===== src/rtl/sccb_arbiter.sv =====
// Round-robin arbiter that shares one SCCB/I2C transfer engine among NREQ requesters.
// Each grant runs one engine transfer with NACK retries and a per-wait-state timeout.
module sccb_arbiter #(
    parameter int NREQ      = 3,
    parameter int MAX_RETRY = 2,
    parameter int TIMEOUT   = 1000000
) (
    input  logic                 iCLK,
    input  logic                 iRST,
    input  logic [NREQ-1:0]      iREQ,
    input  logic [24*NREQ-1:0]   iDATA,
    output logic [NREQ-1:0]      oGNT,
    output logic [NREQ-1:0]      oDONE,
    output logic [NREQ-1:0]      oERR,
    output logic                 oBUSY,
    output logic [23:0]          oI2C_DATA,
    output logic                 oI2C_GO,
    input  logic                 iI2C_END,
    input  logic                 iI2C_ACK
);
    localparam int              IW       = (NREQ > 1) ? $clog2(NREQ) : 1;
    localparam logic [19:0]     TMO_LAST = 20'(TIMEOUT - 1);
    localparam logic [IW-1:0]   LAST_RST = IW'(NREQ - 1);
    localparam logic [NREQ-1:0] ONE      = {{(NREQ-1){1'b0}}, 1'b1};

    typedef enum logic [1:0] {IDLE, XFER, REL, DONE} state_t;

    state_t          state_q, state_d;
    logic [NREQ-1:0] gnt_q, gnt_d;
    logic [NREQ-1:0] done_q, done_d;
    logic [NREQ-1:0] err_q, err_d;
    logic [23:0]     data_q, data_d;
    logic            go_q, go_d;
    logic [7:0]      retry_q, retry_d;
    logic [19:0]     tmo_q, tmo_d;
    logic [IW-1:0]   last_q, last_d;
    logic [IW-1:0]   sel_q, sel_d;
    logic            rtry_q, rtry_d;
    logic            fail_q, fail_d;

    logic            pick_vld;
    logic [IW-1:0]   pick_idx;
    logic [IW-1:0]   cand;
    logic [23:0]     pick_data;
    logic            tmo_hit;

    assign tmo_hit = (tmo_q == TMO_LAST);

    // Search starts just after the last winner, so a repeat requester goes to the back.
    always_comb begin
        pick_vld  = 1'b0;
        pick_idx  = last_q;
        cand      = last_q;
        pick_data = 24'h000000;
        for (int k = 1; k <= NREQ; k++) begin
            cand = IW'((int'(last_q) + k) % NREQ);
            if (!pick_vld && iREQ[cand]) begin
                pick_vld = 1'b1;
                pick_idx = cand;
            end
        end
        for (int i = 0; i < NREQ; i++) begin
            if (pick_idx == IW'(i)) pick_data = iDATA[24*i +: 24];
        end
    end

    always_comb begin
        state_d = state_q;
        gnt_d   = gnt_q;
        done_d  = '0;
        err_d   = '0;
        data_d  = data_q;
        go_d    = go_q;
        retry_d = retry_q;
        tmo_d   = tmo_q;
        last_d  = last_q;
        sel_d   = sel_q;
        rtry_d  = rtry_q;
        fail_d  = fail_q;
        case (state_q)
            IDLE: begin
                if (pick_vld) begin
                    sel_d   = pick_idx;
                    gnt_d   = ONE << pick_idx;
                    data_d  = pick_data;
                    go_d    = 1'b1;
                    retry_d = '0;
                    tmo_d   = '0;
                    rtry_d  = 1'b0;
                    fail_d  = 1'b0;
                    state_d = XFER;
                end
            end
            XFER: begin
                tmo_d = tmo_q + 20'd1;
                if (tmo_hit) begin
                    go_d    = 1'b0;
                    fail_d  = 1'b1;
                    done_d  = gnt_q;
                    err_d   = gnt_q;
                    state_d = DONE;
                end else if (iI2C_END) begin
                    go_d    = 1'b0;
                    tmo_d   = '0;
                    state_d = REL;
                    if (!iI2C_ACK) begin
                        rtry_d = 1'b0;
                        fail_d = 1'b0;
                    end else if (int'(retry_q) < MAX_RETRY) begin
                        rtry_d = 1'b1;
                    end else begin
                        rtry_d = 1'b0;
                        fail_d = 1'b1;
                    end
                end
            end
            REL: begin
                tmo_d = tmo_q + 20'd1;
                if (tmo_hit) begin
                    go_d    = 1'b0;
                    fail_d  = 1'b1;
                    done_d  = gnt_q;
                    err_d   = gnt_q;
                    state_d = DONE;
                end else if (!iI2C_END) begin
                    if (rtry_q) begin
                        retry_d = retry_q + 8'd1;
                        go_d    = 1'b1;
                        tmo_d   = '0;
                        rtry_d  = 1'b0;
                        state_d = XFER;
                    end else begin
                        done_d  = gnt_q;
                        err_d   = fail_q ? gnt_q : '0;
                        state_d = DONE;
                    end
                end
            end
            DONE: begin
                gnt_d   = '0;
                last_d  = sel_q;
                state_d = IDLE;
            end
            default: state_d = IDLE;
        endcase
    end

    always_ff @(posedge iCLK) begin
        if (iRST) begin
            state_q <= IDLE;
            gnt_q   <= '0;
            done_q  <= '0;
            err_q   <= '0;
            data_q  <= 24'h000000;
            go_q    <= 1'b0;
            retry_q <= '0;
            tmo_q   <= '0;
            last_q  <= LAST_RST;
            sel_q   <= '0;
            rtry_q  <= 1'b0;
            fail_q  <= 1'b0;
        end else begin
            state_q <= state_d;
            gnt_q   <= gnt_d;
            done_q  <= done_d;
            err_q   <= err_d;
            data_q  <= data_d;
            go_q    <= go_d;
            retry_q <= retry_d;
            tmo_q   <= tmo_d;
            last_q  <= last_d;
            sel_q   <= sel_d;
            rtry_q  <= rtry_d;
            fail_q  <= fail_d;
        end
    end

    assign oGNT      = gnt_q;
    assign oDONE     = done_q;
    assign oERR      = err_q;
    assign oBUSY     = (state_q != IDLE);
    assign oI2C_DATA = data_q;
    assign oI2C_GO   = go_q;

endmodule


===== config.mk =====
export PLATFORM = sky130hd
export DESIGN_NAME = sccb_arbiter
export DESIGN_NICKNAME = d
export VERILOG_FILES = /design/src/rtl/sccb_arbiter.sv
export SDC_FILE = /design/constraint.sdc
export NUM_CORES = 1
export LEC_CHECK = 0
export CORE_ASPECT_RATIO = 1.25
export CORE_MARGIN = 3
export CORE_UTILIZATION = 38
export DETAILED_ROUTE_END_ITERATION = 10
export PLACE_DENSITY = 0.67
export SYNTH_ARGS = -nofsm -noshare
export SYNTH_HDL_FRONTEND = slang
export SYNTH_SLANG_ARGS = --single-unit

===== constraint.sdc =====
create_clock -name iCLK -period 7 [get_ports iCLK]
set_input_delay 1.75 -clock iCLK [delete_from_list [all_inputs] [get_ports iCLK]]
set_output_delay 1.75 -clock iCLK [all_outputs]
set_load 0.01 [all_outputs]

==> results of run 1 <==
metrics by stage:
step / setup slack, ns / utilization
after CTS: 2.42 / 0.553
after global routing: 2.06 / 0.553
after floorplan: 3.44 / -
after detailed placement: 2.08 / 0.526
final: 2.43 / 0.553
after global placement: 2.17 / 0.526
registers in the layout, summed over array words and instances (netlist names), 2 cells and up:
register	cells
state_q	2
oGNT	3
tmo_q	20
last_q	2
oERR	3
sel_q	2
oI2C_DATA	24
retry_q	8
oDONE	3
synthesized netlist by cell type (all sizes together) (2+ instances only):
library cell,instances,area share
and2,7,0.012
a221o,5,0.014
dfxtp,70,0.38
nor2b,2,0.0034
inv,15,0.015
a22oi,21,0.056
xor2,12,0.028
and4,2,0.0047
and3,5,0.0085
buf,11,0.018
clkbuf,12,0.012
nor3,10,0.014
a21o,4,0.0081
nand4,12,0.020
or3,5,0.0085
a31oi,3,0.0051
ha,9,0.030
o211ai,3,0.0061
nand2,27,0.027
o31ai,3,0.0061
o32a,3,0.0081
a211oi,2,0.0054
a21oi,20,0.029
nor4b,2,0.0047
nor3b,2,0.0041
or2,3,0.0051
nor2,50,0.051
nor4,6,0.012
nand3,14,0.019
o21ai,34,0.047
a32oi,2,0.0068
mux2i,28,0.076
nand2b,5,0.0085
o21a,2,0.0041
xnor2,5,0.012
per-layer routing:
| layer | up-vias | track usage | routed length, um |
|---|---|---|---|
| met5 | - | 0 | 0 |
| met4 | 0 | 0.0703 | 114 |
| met3 | 10 | 0.0722 | 1000 |
| met2 | 137 | 0.309 | 4690 |
| met1 | 1622 | 0.226 | 4250 |
| li1 | 1776 | - | - |
final cells by class:
cell class / instances / area [um2] / area share
Inverter: 15 / 56.3 / 0.0109
Timing Repair Buffer: 116 / 1150 / 0.224
Sequential cell: 70 / 1400 / 0.272
Clock buffer: 12 / 246 / 0.0478
Tap cell: 123 / 154 / 0.0298
Multi-Input combinational cell: 321 / 2140 / 0.414
Clock inverter: 2 / 10.0 / 0.00194
worst max-delay path: cells and delay by family:
kind / cells / cell delay, ns
buffers and inverters: 1 / 0.62
AOI/OAI and AO/OA: 6 / 1.82
and+or+nand+nor: 1 / 0.54
power breakdown:
group / total, mW / internal [mW] / switching, mW
logic: 0.668 / 0.312 / 0.356
clock network: 0.400 / 0.244 / 0.156
registers: 0.534 / 0.475 / 0.0584
total: 1.60 / 1.03 / 0.570
path summary, 6_finish.rpt:
kind / from / to / slack, ns / cells after the start
min: sel_q[1] / sel_q[1] / 0.47 / 2
max: iREQ[1] / oI2C_DATA[21] / 2.43 / 8
max reg2reg: last_q[0] / oI2C_DATA[18] / 3.55 / 9
min reg2reg: sel_q[1] / sel_q[1] / 0.47 / 2
logic make-up after synthesis:
family	synth area share
AND/OR/NAND/NOR	0.209
AO/OA/AOI/OAI	0.218
flip-flops	0.379
buffers and inverters	0.0457
multiplexers	0.0758
XOR/XNOR	0.0402
adder cells (fa/ha/maj)	0.0331
==> metrics.cfg, run 1 <==
[status]
outcome = finished, final reports clean

[global_routing]
global_route_wire_length_before_repair_um = 16400
grt_start_max_net_pins = 24
globalRouteOverflowTotal = 0
number_of_antenna_violations_at_the_first_check_in_global_routing = 0
grt_usage = 0.189
via_count_of_the_first_global_routing_pass = 3454

[clock_tree]
ctsResizeCount = 0
clock_tree.root_cell = sky130_fd_sc_hd__clkbuf_16
cts_max_level = 3
cts_setup_buffers = 0
cts.sinks = 70
tritoncts = done
worst_skew_pair_later_pin_latency_ns = 0.32
clk_pin_slew_ns = 0.05
cts_buffer_depth = 2
postCtsHoldBufs = 0
cts-buffers-inserted = 9

[sta]
setup-violations-final = 0
clock-skew-final_ns = 0.00435
min_period_ns = 4.57
timing.hold.ws_ns = 0.472
period_share = 0.652
timing_max_transition_violations_final = 0
hold_violations = 0
slew_headroom = 0.374
fmax_ghz = 0.219
worst-slew-pin-transition_ns = 0.938
rsz0062_at_grt = no
setup_tns_ns = 0

[cells_and_area]
layout_area_overhead_pct = 39.4
nFillCells = 865
layout.cells.most_common_list = sky130_fd_sc_hd__clkdlybuf4s50_1 (113), sky130_fd_sc_hd__dfxtp_1 (70), sky130_fd_sc_hd__nor2_1 (50)
final_common_cell = sky130_fd_sc_hd__clkdlybuf4s50_1
final_design_area_no_fill_um2 = 5160
antennaDiodeCount = 0
drive_gt1_frac = 0.0690
finalNonFillerCells = 659
nNetsFinal = 621

[synth]
yosys_register_bits = 70
postSynth.asyncResetShare = 0
post_synth_num_cell_types = 58
synth_flop_cell = sky130_fd_sc_hd__dfxtp_1
synth.cell_area_um2 = 3700
ys.warnings.count = 0
synthesis.area_per_instance_um2 = 8.62
synth_fp_nets = 517
count_of_flip_flops_with_a_built_in_enable_after_synthesis = 0
synth-seq-area-share = 0.379
synthCells = 429

[route]
via_per_inst = 5.38
wl_per_cell_um = 15.3
detail-route-antenna-nets = 0
drt_pass1_iterations = 4
detail_route.wirelength_um = 10100
drtIter0Drc = 207
via_count = 3545
detail_route.drc_violations = 0

[power_and_ir_drop]
total_power_mw = 1.60
p_leak_nw = 1.87
power_density_cells_nw_per_um2 = 311
vdd_drop_max_uv = 157

[placement]
port_buffers = 113
placed_cells_incl_taps = 645
area_post_placement_um2 = 4900
gp_routability_congestion = 0.878
dp_hpwl_um = 7600

[worst_setup_path]
worst-endpoint-required_ns = 7.18
crit_path_max_incr_delay_ns = 0.76
critical_path.cell_chain = clkdlybuf4s50_1 -> a22o_1 -> a211oi_1 -> o21ai_0 -> a32oi_2 -> and3b_1 -> a22oi_1 -> o21ai_0
critical_path.startpoint_type = input pin
end_kind = flop
path_common_cell = sky130_fd_sc_hd__o21ai_0
critical_path_fanout_max = 18
critPathSlowestCell = sky130_fd_sc_hd__a32oi_2
setup.worst_path.class = in -> reg
cp.arrival_ns = 4.74

[flow_run]
cap_violations = 0

[floorplan]
placeableCoreArea_um2 = 9320
die_height_um = 116
die_w_um = 94.3
rows = 39
die_area_um2 = 11000
initial_core_util = 0.397
num_io_pins = 114

[worst_hold_path]
worstHoldPathType = reg -> reg

Power figures use the tool's default switching activity.
==> inputs of run 2 (changes only) <==
- clock period: 7 -> 4.27 ns (I/O delays scaled with it)
==> run 2 against run 1 <==
Effect of this change:
- utilization increased by 1.6 points
- worst hold slack better by 0.0076 ns
- routed wire length up 1.5%
- sequential share of layout area decreased by 0.74 points
- cell count grew 0.91%
- highest routed layer unchanged
==> metrics.cfg, run 2 (synthesis results as in run 1) <==
[placement]
port_buffers = 113
dp_hpwl_um = 7740
placed_cells_incl_taps = 649
gp_routability_congestion = 0.829

[clock_tree]
cts_buffer_depth = 2
cts-buffers-inserted = 9
clock_tree.root_cell = sky130_fd_sc_hd__clkbuf_16
tritoncts = done
cts.sinks = 70
worst_skew_pair_later_pin_latency_ns = 0.32
clk_pin_slew_ns = 0.06
postCtsHoldBufs = 0
cts_setup_buffers = 0
ctsResizeCount = 0
cts_max_level = 3

[global_routing]
number_of_antenna_violations_at_the_first_check_in_global_routing = 0
grt_usage = 0.189
grt_start_max_net_pins = 24
global_route_wire_length_before_repair_um = 16600
globalRouteOverflowTotal = 0
via_count_of_the_first_global_routing_pass = 3567

[sta]
period_share = 0.793
slew_headroom = 0.520
fmax_ghz = 0.295
min_period_ns = 3.39
hold_violations = 0
setup_tns_ns = 0
worst-slew-pin-transition_ns = 0.714
clock-skew-final_ns = 0.00673
timing_max_transition_violations_final = 0
rsz0062_at_grt = no
setup-violations-final = 0

[flow_run]
cap_violations = 0

[cells_and_area]
largest_register_ffs = 24
drive_gt1_frac = 0.0812
finalNonFillerCells = 665
layout_area_overhead_pct = 43.3
layout.cells.most_common_list = sky130_fd_sc_hd__clkdlybuf4s50_1 (113), sky130_fd_sc_hd__dfxtp_1 (70), sky130_fd_sc_hd__nor2_1 (50)
nNetsFinal = 625
nFillCells = 845
final_common_cell = sky130_fd_sc_hd__clkdlybuf4s50_1
antennaDiodeCount = 0
final_core_util = 0.569

[worst_setup_path]
critical_path_fanout_max = 23
worst-r2r-setup-slack_ns = 1.21
worst-endpoint-required_ns = 4.48
cp.arrival_ns = 3.60
critical_path.startpoint_type = input pin
end_kind = flop
setup.worst_path.class = in -> reg

[power_and_ir_drop]
power.combinational.fraction = 0.380
netSwitchingPower_uw = 965
power_density_cells_nw_per_um2 = 550
seq_power_share = 0.301
power_switching_share = 0.331
p_leak_nw = 1.94
vdd_drop_max_uv = 253
total_power_mw = 2.92
intPower_mw = 1.95
power_frac_clock = 0.319

[route]
drt_pass1_iterations = 4
routed-wl-met3_um = 990
drtIter0Drc = 194
via_per_inst = 5.45
via_count = 3626
detail-route-antenna-nets = 0
dr_wl_met2_um = 4870
detail_route.drc_violations = 0
met1Wirelength_um = 4140
topRoutingLayerUsed = met4
wl_per_cell_um = 15.4
detail_route.wirelength_um = 10200

[floorplan]
placeableCoreArea_um2 = 9320
die_height_um = 116
initial_core_util = 0.397
rows = 39
die_w_um = 94.3
die_area_um2 = 11000
num_io_pins = 114

[worst_hold_path]
worstHoldPathType = reg -> reg

[status]
outcome = finished, final reports clean

==> run 2: cell types whose count changed in the layout (fill, tap and decap cells not counted), sizes merged <==
| cell | change |
|---|---|
| buf | +4 |
| bufinv | +4 |
| clkbuf | -1 |
| clkinv | -2 |
| inv | +1 |
==> run 2: power groups by stage <==
stage	Clock, mW	Combinational [mW]	Sequential [mW]
global placement	0	1.10	0.886
detailed placement	0	1.10	0.887
finish	0.929	1.11	0.879
CTS	0.937	1.11	0.877
global route	0.962	1.21	0.892
floorplan	0	0.613	0.911
==> run 2: worst max-delay path: stages <==
cell and delay [ns]:
sky130_fd_sc_hd__clkdlybuf4s50_1 0.63, sky130_fd_sc_hd__a22o_1 0.30, sky130_fd_sc_hd__a211oi_1 0.27, sky130_fd_sc_hd__o21ai_0 0.14, sky130_fd_sc_hd__a32oi_2 0.22, sky130_fd_sc_hd__buf_4 0.37
sky130_fd_sc_hd__nand2b_1 0.27, sky130_fd_sc_hd__nor2_1 0.07, sky130_fd_sc_hd__a221o_1 0.26
==> run 2: metal layers <==
metal,vias to the layer above,GRT usage
met2,138,0.325
met4,0,0.0674
met1,1689,0.215
met3,19,0.0670
met5,-,0
li1,1780,-
==> run 2: layout make-up <==
type / instances / area, um2 / area share
flip-flops and latches: 70 / 1400 / 0.264
inverters: 15 / 56.3 / 0.0106
clock inverters: 5 / 129 / 0.0243
repair buffers: 120 / 1180 / 0.223
multi-input cells: 321 / 2140 / 0.403
clock buffers: 11 / 243 / 0.0458
well taps: 123 / 154 / 0.0290
==> run 2: path summary, 6_finish.rpt <==
path | startpoint | to | cells after the start
worst max-delay path | iREQ[1] | oI2C_DATA[15] | 9
worst min-delay path | sel_q[1] | sel_q[1] | 2
worst max register to register | last_q[0] | tmo_q[19] | 9
worst min register to register | sel_q[1] | sel_q[1] | 2
==> run 2: through the flow <==
step	worst slack (ns)	hold WS, ns	area (um2)
final	0.882	0.480	5300
after global routing	0.695	0.504	5300
after CTS	0.914	0.480	5300
after detailed placement	0.589	0.451	4930
after global placement	0.656	0.448	4930
after floorplan	1.39	0.436	3700
